**src/rtl/geofence_driver.sv**
```systemverilog
// Geofence point-stream initiator: fetches 7-point sets from a synchronous ROM,
// streams them to the evaluator one per cycle and records each verdict.
module geofence_driver #(
  parameter int NSET    = 16,
  parameter int ADDR_W  = 8,
  parameter int TIMEOUT = 1023
) (
  input  logic              clk,
  input  logic              reset,
  input  logic              start,
  output logic [ADDR_W-1:0] rom_addr,
  input  logic [19:0]       rom_data,
  output logic              gf_reset,
  output logic [9:0]        X,
  output logic [9:0]        Y,
  input  logic              valid,
  input  logic              is_inside,
  output logic              res_we,
  output logic [7:0]        res_addr,
  output logic              res_data,
  output logic              busy,
  output logic              done,
  output logic              err
);
  localparam int WCW = $clog2(TIMEOUT + 1);

  if (NSET < 1 || NSET > 255 || 7 * NSET > (1 << ADDR_W)) begin : g_param_chk
    $error("geofence_driver: NSET must be 1..255 and 7*NSET <= 2**ADDR_W");
  end

  typedef enum logic [2:0] {S_IDLE, S_FILL, S_STREAM, S_WAIT, S_FINISH, S_ERR} state_t;
  state_t state_q, state_d;

  logic              fetch_on_q, fetch_on_d;
  logic [2:0]        fcnt_q, fcnt_d;
  logic [ADDR_W-1:0] addr_q, addr_d;
  logic [ADDR_W-1:0] nbase_q, nbase_d;
  logic              full_q, full_d;
  logic [2:0]        pidx_q, pidx_d;
  logic [7:0]        set_q, set_d;
  logic [WCW-1:0]    wcnt_q, wcnt_d;
  logic              valid_q;
  logic [19:0]       xy_q, xy_d;
  logic              gfr_q, gfr_d;
  logic              we_q, we_d;
  logic [7:0]        raddr_q, raddr_d;
  logic              rdata_q, rdata_d;
  logic              busy_q, busy_d;
  logic              done_q, done_d;
  logic              err_q, err_d;
  logic [19:0]       pbuf_q [7];

  logic cap_we, cap_last, full_eff, vrise, last_set, wto, enter_err;

  // fcnt counts edges since the first address was issued; capture lags issue by one
  assign cap_we    = fetch_on_q && (fcnt_q != 3'd0);
  assign cap_last  = fetch_on_q && (fcnt_q == 3'd7);
  assign full_eff  = full_q || cap_last;
  assign vrise     = valid && !valid_q;
  assign last_set  = (set_q == 8'(NSET - 1));
  assign wto       = (wcnt_q == WCW'(TIMEOUT - 1));
  assign enter_err = (state_d == S_ERR) && (state_q != S_ERR);

  always_ff @(posedge clk) begin
    if (reset) state_q <= S_IDLE;
    else       state_q <= state_d;
  end

  always_comb begin
    state_d = state_q;
    unique case (state_q)
      S_IDLE:   if (start) state_d = S_FILL;
      S_FILL:   if (cap_last) state_d = S_STREAM;
      S_STREAM: if (pidx_q == 3'd6) state_d = S_WAIT;
      S_WAIT: begin
        if (vrise)    state_d = last_set ? S_FINISH : (full_eff ? S_STREAM : S_ERR);
        else if (wto) state_d = S_ERR;
      end
      S_FINISH: state_d = S_IDLE;
      S_ERR:    state_d = S_ERR;
      default:  state_d = S_IDLE;
    endcase
  end

  always_comb begin
    fetch_on_d = fetch_on_q;
    fcnt_d     = fcnt_q;
    addr_d     = addr_q;
    nbase_d    = nbase_q;
    full_d     = full_q;
    pidx_d     = pidx_q;
    set_d      = set_q;
    wcnt_d     = wcnt_q;
    xy_d       = xy_q;
    gfr_d      = gfr_q;
    we_d       = 1'b0;
    raddr_d    = raddr_q;
    rdata_d    = rdata_q;
    busy_d     = busy_q;
    done_d     = done_q;
    err_d      = err_q;

    if (fetch_on_q) begin
      fcnt_d = fcnt_q + 3'd1;
      if (fcnt_q < 3'd6) addr_d = addr_q + ADDR_W'(1);
      if (cap_last) begin
        fetch_on_d = 1'b0;
        full_d     = 1'b1;
      end
    end

    unique case (state_q)
      S_IDLE: begin
        if (start) begin
          set_d      = 8'd0;
          busy_d     = 1'b1;
          done_d     = 1'b0;
          full_d     = 1'b0;
          fetch_on_d = 1'b1;
          fcnt_d     = 3'd0;
          addr_d     = '0;
          nbase_d    = ADDR_W'(7);
        end
      end
      S_FILL: begin
        if (cap_last) begin
          gfr_d  = 1'b0;
          xy_d   = pbuf_q[0];
          pidx_d = 3'd1;
        end
      end
      S_STREAM: begin
        xy_d   = pbuf_q[pidx_q];
        pidx_d = pidx_q + 3'd1;
        if (pidx_q == 3'd6) begin
          full_d = 1'b0;
          wcnt_d = '0;
          if (!last_set) begin
            fetch_on_d = 1'b1;
            fcnt_d     = 3'd0;
            addr_d     = nbase_q;
            nbase_d    = nbase_q + ADDR_W'(7);
          end
        end
      end
      S_WAIT: begin
        wcnt_d = wcnt_q + WCW'(1);
        if (vrise) begin
          we_d    = 1'b1;
          raddr_d = set_q;
          rdata_d = is_inside;
          if (!last_set && full_eff) begin
            xy_d   = pbuf_q[0];
            set_d  = set_q + 8'd1;
            pidx_d = 3'd1;
          end
        end
      end
      S_FINISH: begin
        gfr_d  = 1'b1;
        busy_d = 1'b0;
        done_d = 1'b1;
      end
      default: ;
    endcase

    if (enter_err) begin
      err_d      = 1'b1;
      gfr_d      = 1'b1;
      busy_d     = 1'b0;
      fetch_on_d = 1'b0;
    end
  end

  always_ff @(posedge clk) begin
    if (reset) begin
      fetch_on_q <= 1'b0;
      fcnt_q     <= 3'd0;
      addr_q     <= '0;
      nbase_q    <= '0;
      full_q     <= 1'b0;
      pidx_q     <= 3'd0;
      set_q      <= 8'd0;
      wcnt_q     <= '0;
      valid_q    <= 1'b0;
      xy_q       <= 20'd0;
      gfr_q      <= 1'b1;
      we_q       <= 1'b0;
      raddr_q    <= 8'd0;
      rdata_q    <= 1'b0;
      busy_q     <= 1'b0;
      done_q     <= 1'b0;
      err_q      <= 1'b0;
    end else begin
      fetch_on_q <= fetch_on_d;
      fcnt_q     <= fcnt_d;
      addr_q     <= addr_d;
      nbase_q    <= nbase_d;
      full_q     <= full_d;
      pidx_q     <= pidx_d;
      set_q      <= set_d;
      wcnt_q     <= wcnt_d;
      valid_q    <= valid;
      xy_q       <= xy_d;
      gfr_q      <= gfr_d;
      we_q       <= we_d;
      raddr_q    <= raddr_d;
      rdata_q    <= rdata_d;
      busy_q     <= busy_d;
      done_q     <= done_d;
      err_q      <= err_d;
    end
  end

  always_ff @(posedge clk) begin
    if (cap_we) pbuf_q[fcnt_q - 3'd1] <= rom_data;
  end

  assign rom_addr = addr_q;
  assign gf_reset = gfr_q;
  assign X        = xy_q[19:10];
  assign Y        = xy_q[9:0];
  assign res_we   = we_q;
  assign res_addr = raddr_q;
  assign res_data = rdata_q;
  assign busy     = busy_q;
  assign done     = done_q;
  assign err      = err_q;
endmodule

```
**config.mk**
```make
export PLATFORM = sky130hd
export DESIGN_NAME = geofence_driver
export DESIGN_NICKNAME = d
export VERILOG_FILES = /design/src/rtl/geofence_driver.sv
export SDC_FILE = /design/constraint.sdc
export NUM_CORES = 1
export LEC_CHECK = 0
export CORE_MARGIN = 3
export CORE_UTILIZATION = 53
export CTS_CLUSTER_DIAMETER = 30
export DETAILED_ROUTE_END_ITERATION = 12
export PLACE_DENSITY = 0.82
export SLEW_MARGIN = 10
export SYNTH_ARGS = -nofsm -noshare
export SYNTH_HDL_FRONTEND = slang
export SYNTH_SLANG_ARGS = --single-unit
```
**constraint.sdc**
```tcl
create_clock -name clk -period 4.09 [get_ports clk]
set_clock_uncertainty 0.15 [all_clocks]
set_input_delay 1.0225 -clock clk [delete_from_list [all_inputs] [get_ports clk]]
set_output_delay 1.0225 -clock clk [all_outputs]
set_load 0.02 [all_outputs]
```
==> results by stage, run 1 <==
Global route:
- The first-pass GRT wire length is 32.4 mm.
- The largest net degree at the start of global routing is 47.
- The initial antenna violation count was 0.
- The total track usage is 22.1%.
- The via count of the first global-routing pass is 6320.
- Global routing finished with a remaining overflow of 0.

Synthesis:
- For this run, the number of Yosys warnings is 0.
- Summing the areas of all compound-gate instances in the mapped netlist gives 11.1% of the synthesized area.
- The fraction of synthesized cell area taken by the top area cell type is 45.9%.
- Sorting the synthesized cells by how often they occur yields 140 x edfxtp_1, 83 x dfxtp_1, 72 x nand2_1.
- By area, the combinational part of the netlist is dominated by simple AND/OR/NAND/NOR gates.
- The fraction of synthesis flops using an asynchronous set or reset pin is 0%.
- Summing the sequential cell areas from Yosys gives 64.0% of the chip area.
- Multiplexer cells account for 8.47% of the synthesized area.
- The synthesized netlist cell count is 748.
- After Yosys synthesis, full adders, half adders and majority gates account for 1.50% of the synthesized area.
- The dominant cell type by area after synthesis is edfxtp_1.
- The number of nets in the synthesized netlist is 784.
- The commonest register cell after synthesis is edfxtp_1.
- Synthesis inferred 223 register bits.
- The average instance in the mapped netlist occupies 12.2 sq um.
- Of the total synthesized cell area, the portion taken by AND, OR, NAND and NOR gates is 11.4%.
- In the post-synthesis netlist, the biggest area contributors are edfxtp_1 46%, dfxtp_1 18%, mux2i_1 6.0%.
- Counting flops with a built-in enable in the synthesized netlist gives 140.
- The most frequent cell after synthesis is edfxtp_1.
- The post-synthesis cell area is 9160 sq um.
- After Yosys synthesis, XOR and XNOR cells account for 1.24% of the synthesized area.
- The distinct cell type count of the synthesized netlist is 58.

Timing:
- Setup repair after global routing left no endpoint under its margin.
- The highest clock frequency the design can meet is 321 MHz.
- The final-layout setup total negative slack is 0 ns.
- At the pin with the least slew margin, the transition time is 0.808 ns.
- Setup slack on the critical path of the routed design comes to 0.978 ns.
- The period utilization is 76.1%.
- The number of failing hold endpoints at the final stage is 0.
- The number of pins with negative max-slew slack in the final report is 0.
- The worst path in the final design needs a cycle of 3.11 ns, including I/O delays and setup.
- The number of endpoints failing setup at the final stage is 0.
- The relative slew slack is 46.1%.

Worst hold path:
- The critical hold path startpoint is res_data$_SDFFE_PP0P_.
- The path type of the worst min-delay path is flop to flop.
- The path with the worst hold slack has its endpoint at res_data$_SDFFE_PP0P_.
- Counting instances, the worst hold path has a depth of 2.

Route:
- The post-route antenna net violation count is 0.
- The starting DRC count in detailed routing is 526.
- Wire segments on met2 add up to 10.3 mm in the final route.
- The first-pass detailed-route iteration total is 5.
- After detailed routing, the total wire length is 20.5 mm.
- In the final routing, the length of wire on met1 measures 8.24 mm.
- Dividing the detail-routed wire length by the instance count gives 19.0 um.
- The met3 routed wirelength is 1.36 mm.
- The remaining routing DRC violations is 0.
- The average vias per placed instance is 5.92.
- The routed via count is 6363.
- The top metal layer carrying routed signals is met4.

Clock network:
- Hold repair after CTS inserted 0 buffers.
- Once the clock tree was built, the setup fixing pass inserted 0 buffers.
- The clock transition at the register clock pins on the worst setup and hold paths after CTS is 0.05 ns.
- For the worst-skew pair, the clock arrives at the later sink with an insertion delay of 0.52 ns.
- In this run the deepest clock path goes through 3 buffers.
- The master cell of the clock root buffer is clkbuf_16.
- TritonCTS built the clock tree.
- The number of clock buffers inserted by TritonCTS is 37.
- The H-tree depth is 2.
- For this design, the sink count on the clock tree is 223.
- Post-CTS repair changed the size of 0 cells.

Power:
- The power per unit of standard cell area is 506 nW/um^2.
- The analysis attributes to cell leakage a power of 3.69 nW.
- The worst vdd rail ir drop is 0.438 mV.

Critical path:
- The kind of critical path is flop to flop.
- Data on the critical path is required at its endpoint by 4.33 ns.
- The slowest cell on the critical path is o21ai_2.
- The critical register-to-register path endpoint is pidx_q[2]$_SDFFE_PP0P_.
- The worst stage delay on the critical path is 0.68 ns.
- Counting stages on the worst path, the most repeated cell is ha_1.
- The startpoint type of the worst setup path is a flop.
- Traced cell by cell, the critical path runs through ha_1, ha_1, a21oi_1, a211oi_1, o21ai_2, buf_4, nor2_1, nor3_1.
- The biggest fanout along the worst timing path is 17.
- STA classifies the critical path endpoint as a flop.
- For the worst setup path, the data arrival time is 3.35 ns.
- Counting cells, the worst reg-to-reg path comes to 8.
- The beginning of the worst register-to-register path is fcnt_q[0]$_SDFF_PP0_.
- The setup slack of the most critical reg-to-reg path is 0.98 ns.

Floorplanning:
- In this run the standard cell core region covers 16800 sq um.
- Measured along the y axis, the die boundary spans 137 um.
- The initial core utilization is 54.7%.
- The initialized floorplan defines 47 standard-cell rows.
- The full die area is 18900 sq um.
- The I/O pin count is 67.
- The x dimension of the die is 137 um.

Job:
- The count of max-cap constraint violations is 0.

Cells and area:
- The non-filler instance count after layout is 1075.
- In the final layout, flip-flops and latches occupy 5870 sq um.
- The post-synthesis to final-layout area growth is 24.0%.
- The multi-input combinational cells in the finished layout cover a total of 3110 sq um.
- The filler cells instantiated in the layout total 1169.
- The fraction of layout instances using a drive strength above 1 is 13.7%.
- The number of antenna repair diodes is 0.
- After the last flow step, the layout net total stands at 862.

Placed design:
- The congestion estimate from routability-driven global placement came to 0.780.
- The placed wire-length estimate is 11.6 mm.
- The number of buffer cells added on primary ports is 66.
- Prior to clock tree synthesis, the placed netlist has a worst setup slack of 0.703 ns.
- The number of cells after detailed placement is 1007.

Status:
- The flow ran to the end, and the final reports show no timing, DRC or antenna violations.
-- cells in the final DEF (no fill, tap or decap), drive strengths merged, types with 5 or more instances in the layout --
cell type | netlist | final
nand2 | 72 | 72
nand2b | 9 | 9
xnor2 | 10 | 10
clkbuf | 29 | 44
mux2i | 55 | 55
a31oi | 24 | 24
clkinvlp | 0 | 5
buf | 12 | 15
or2 | 5 | 5
o22ai | 15 | 15
clkdlybuf4s50 | 0 | 65
mux4 | 5 | 5
nor3 | 18 | 18
clkinv | 0 | 6
nand3b | 9 | 9
mux2 | 10 | 10
a22oi | 7 | 7
and3 | 8 | 8
nand3 | 10 | 10
a21oi | 49 | 49
edfxtp | 140 | 140
o21ai | 46 | 46
dfxtp | 83 | 83
bufinv | 0 | 5
ha | 11 | 11
nand4 | 7 | 7
inv | 9 | 17
o41ai | 5 | 5
nor2 | 53 | 53
-- worst max-delay path: cells and delay by family (launching register included) --
family,cells,cell delay [ns]
AOI/OAI and AO/OA,3,1.29
and+or+nand+nor,2,0.35
buffers and inverters,1,0.32
DFF,1,0.40
adders and majority gates,2,0.47
-- final cells by class --
type	instances	share of cell area, %
flip-flops and latches	223	51.7
multi-input cells	475	27.4
clock buffers	44	8.66
repair buffers	80	6.70
clock inverters	24	2.85
well taps	220	2.42
inverters	9	0.297
-- cell families (layout without fill, tap and decap cells) --
logic type / after synthesis / count (layout)
DFF: 223 / 223
adders and majority gates: 11 / 11
AOI/OAI and AO/OA: 169 / 169
buffers and inverters: 50 / 157
xor gates and xnor gates: 13 / 13
muxes: 70 / 70
and+or+nand+nor: 212 / 212
-- worst max path at each step --
stage	startpoint	to	cells past startpoint	slack, ns
floorplan	fcnt_q[0]$_SDFF_PP0_	pbuf_q[3][0]$_DFFE_PP_	5	1.11
global placement	valid	flop	7	0.82
detailed placement	valid	xy_q[19]$_SDFFE_PP0P_	6	0.70
CTS	fcnt_q[0]$_SDFF_PP0_	pidx_q[2]$_SDFFE_PP0P_	8	1.02
finish	fcnt_q[0]$_SDFF_PP0_	pidx_q[2]$_SDFFE_PP0P_	8	0.98
global route	fcnt_q[0]$_SDFF_PP0_	pidx_q[2]$_SDFFE_PP0P_	8	0.66
-- where the power goes --
| group | total, mW | leakage (nW) | internal [mW] | switching [mW] |
|---|---|---|---|---|
| Combinational | 0.131 | 1.14 | 0.0527 | 0.0782 |
| Sequential | 2.42 | 1.93 | 2.40 | 0.0181 |
| Clock | 3.20 | 0.623 | 2.08 | 1.12 |
| Total | 5.75 | 3.69 | 4.53 | 1.22 |
-- registers in the layout, indices dropped and copies added, names as in the netlist, 3 cells and up, named ones only --
register and flops:
pbuf_q 140, xy_q 20, wcnt_q 10, nbase_q 8
res_addr 8, rom_addr 8, set_q 8, fcnt_q 3
pidx_q 3, state_q 3
-- layer usage --
| layer | track usage, % | vias up |
|---|---|---|
| met3 | 4.31 | 60 |
| met4 | 10.9 | 0 |
| met2 | 36.6 | 249 |
| li1 | - | 2977 |
| met5 | 0 | - |
| met1 | 27.9 | 3077 |
-- stage by stage --
| stage | instance area, sq um | hold slack, ns | utilization [%] | power, mW |
|---|---|---|---|---|
| detailed placement | 10000 | 0.302 | 60.0 | 2.59 |
| floorplan | 9160 | 0.315 | - | 2.53 |
| global route | 11400 | 0.324 | 67.8 | 5.90 |
| global placement | 10000 | 0.293 | 60.0 | 2.59 |
| CTS | 11400 | 0.310 | 67.8 | 5.79 |
| finish | 11400 | 0.305 | 67.8 | 5.75 |
Note: power is estimated with default switching activity, not from simulation.
==> run 2: changes to the inputs <==
- PLACE_DENSITY: 0.82 -> 0.85
- clock period: 4.09 -> 2.85 ns (I/O delays scaled with it)
==> run 2 against run 1 <==
  * Final cell count rose by 1.6%
  * Register-to-register slack got worse by 0.85 ns
  * Maximum frequency rose by 14%
  * Count of clock-buffer cells in the layout rose by 1
  * Non-clock buffer count rose by 15
  * Worst hold slack got worse by 0.0041 ns
  * First-iteration DRC count rose by 35%
  * Flip-flop and latch count did not move
  * Highest routed layer unchanged
==> results by stage, run 2 (synthesized netlist as in run 1, its figures left out) <==
Route:
- The starting DRC count in detailed routing is 711.
- The first detailed-routing pass ran for 5 iterations.
- For this run, design rule violations remaining after detail routing come to 0.
- Dividing the detail-routed wire length by the instance count gives 19.8 um.
- The average vias per placed instance is 6.02.
- The overall routed net length is 21.7 mm.
- The routed via count is 6577.
- The post-route antenna net violation count is 0.

Clock network:
- The H-tree depth is 2.
- Buffers inserted to repair hold after CTS numbered 0.
- Counting every sink on the clock net gives 223.
- The clock latency at the later pin of the worst-skew pair is 0.52 ns.
- The number of gates resized after CTS was 0.
- TritonCTS built the clock tree.
- The number of clock buffers inserted by TritonCTS is 38.
- The tree is rooted in a clkbuf_16.
- In this run the post-CTS setup repair buffer count came out at 0.
- Clock-pin slew was measured on the worst setup and hold paths at 0.05 ns.
- In this run the deepest clock path goes through 3 buffers.

Global route:
- The largest net degree at the start of global routing is 29.
- The first-pass GRT wire length is 34.5 mm.
- The total overflow left after global routing is 0.
- The total track usage is 23.4%.
- The initial antenna violation count was 0.
- The via count of the first global-routing pass came to 6558.

Placed design:
- The pre-CTS setup slack is -0.0398 ns.
- Counting tap cells, the placed design contains a total of 1022 instances.
- The instance area at placement is 10200 sq um.
- The weighted congestion reported at the end of routability-driven placement is 0.830.
- Summed over all nets, the half-perimeter wirelength after detailed placement is 12.0 mm.
- The number of buffer cells added on primary ports is 66.

Power:
- Summed over all cells, the static leakage comes to 3.80 nW.
- The worst vdd rail ir drop is 0.848 mV.
- The total power of the final layout is 8.36 mW.
- For this design the ratio of total power to cell area is 726 nW/um^2.

Critical path:
- STA classifies the critical path endpoint as a flop.
- The data required time of the worst path is 3.12 ns.
- In this run the worst path has a maximum fanout of 19.
- The setup slack of the most critical reg-to-reg path is 0.13 ns.
- The number of cells traversed by the worst register-to-register path is 8.
- STA classifies the critical path startpoint as a flop.
- The critical register-to-register path endpoint is xy_q[17]$_SDFFE_PP0P_.
- On the worst path, the slowest cell contributes a delay of 0.76 ns.
- Traced cell by cell, the critical path runs through ha_1, ha_1, a21oi_1, a211oi_1, o21ai_2, buf_4, nand2_1, a31oi_1.
- The cell type with the highest occurrence count on the critical path is ha_1.
- The startpoint identified for the worst register-to-register timing path is fcnt_q[0]$_SDFF_PP0_.
- The slowest cell on the critical path is o21ai_2.
- Data on the critical path arrives at its endpoint at 2.99 ns.
- The critical path is of the flop to flop type.

Status:
- The flow ran to the end, and the final reports show no timing, DRC or antenna violations.

Cells and area:
- The post-synthesis to final-layout area growth is 25.8%.
- The number of flip-flops in the largest register is 140.
- The fraction of layout instances using a drive strength above 1 is 15.7%.
- In the layout the commonest cells are 140 x edfxtp_1, 82 x dfxtp_1, 72 x nand2_1.
- The most common cell after layout, fill and taps aside is edfxtp_1.
- pbuf_q holds more flip-flops than any other register.
- Leaving out filler cells and counting taps, the final layout contains 1092.
- The net count of the finished layout is 878.
- In the final layout, the registers with the most flip-flops are pbuf_q (140), xy_q (20), wcnt_q (10).
- The post-layout instance area is 11500 sq um.
- The final core area utilization is 68.7%.
- The number of antenna repair diodes is 0.

Timing:
- Setup repair after global routing left no endpoint under its margin.
- Dividing the final minimum period by the clock period gives 95.5%.
- At the pin with the least slew margin, the transition time is 0.930 ns.
- The post-route worst hold slack is 0.301 ns.
- The final-layout setup total negative slack is 0 ns.
- For the finished layout, the period the worst path requires is 2.72 ns.
- The number of failing hold endpoints at the final stage is 0.
- The final critical-path setup slack is 0.129 ns.
- The number of pins with negative max-slew slack in the final report is 0.
- The relative slew slack is 38.0%.
- The number of endpoints failing setup at the final stage is 0.
- Static timing analysis puts the maximum clock frequency at 368 MHz.

Floorplanning:
- The number of standard-cell rows in the floorplan is 47.
- The floorplan step defined a die boundary enclosing 18900 sq um.
- From bottom edge to top edge, the die measures 137 um.
- The initial core utilization is 54.7%.
- The x dimension of the die is 137 um.
- The I/O pin count is 67.
- In this run the standard cell core region covers 16800 sq um.

Worst hold path:
- The worst hold path passes through 2 cells.
- The worst hold path terminates at res_addr[0]$_SDFFE_PP0P_.
- The path type of the worst min-delay path is flop to flop.
- The critical hold path startpoint is res_addr[0]$_SDFFE_PP0P_.

Job:
- Across the run, the number of max-cap violations was 0.
## run 2: cell type report
| cell class | instances | area [sq um] |
|---|---|---|
| Clock inverter | 25 | 298 |
| Fill cell | 1121 | 5240 |
| Inverter | 9 | 33.8 |
| Timing Repair Buffer | 95 | 886 |
| Tap cell | 220 | 275 |
| Multi-Input combinational cell | 475 | 3110 |
| Sequential cell | 223 | 5870 |
| Clock buffer | 45 | 1050 |
## run 2: power by group
group          switching [mW]  internal [mW]  total, mW  leakage [nW]
Clock                    1.64           3.05       4.69         0.653
Sequential             0.0198           3.45       3.47          1.93
Combinational           0.121         0.0837      0.205          1.22
Total                    1.78           6.58       8.36          3.80
## run 2: worst max-delay path: cells and delay by family, from the launching register on
family | cells | cell delay, ns
AO/OA/AOI/OAI | 4 | 1.32
adder cells (fa/ha/maj) | 2 | 0.42
buffers and inverters | 1 | 0.33
flip-flops | 1 | 0.31
AND/OR/NAND/NOR | 1 | 0.10
## run 2: worst max path at each step
stage,slack (ns),depth (start not counted),to,startpoint
CTS,0.20,8,xy_q[17]$_SDFFE_PP0P_,fcnt_q[0]$_SDFF_PP0_
floorplan,-0.12,5,pbuf_q[1][0]$_DFFE_PP_,fcnt_q[0]$_SDFF_PP0_
detailed placement,-0.04,7,xy_q[0]$_SDFFE_PP0P_,valid
finish,0.13,8,xy_q[17]$_SDFFE_PP0P_,fcnt_q[0]$_SDFF_PP0_
global placement,0.07,7,xy_q[3]$_SDFFE_PP0P_,valid
global route,0.006,8,xy_q[17]$_SDFFE_PP0P_,fcnt_q[0]$_SDFF_PP0_
## run 2: routing by layer
layer	part of all wire (%)	vias to the layer above	GRT usage (%)	wire length (um)
met5	0	-	0	0
met4	3.3	0	9.59	714
met3	7.1	63	4.60	1540
met2	50	305	39.4	10900
met1	39	3191	29.7	8500
li1	-	3018	-	-
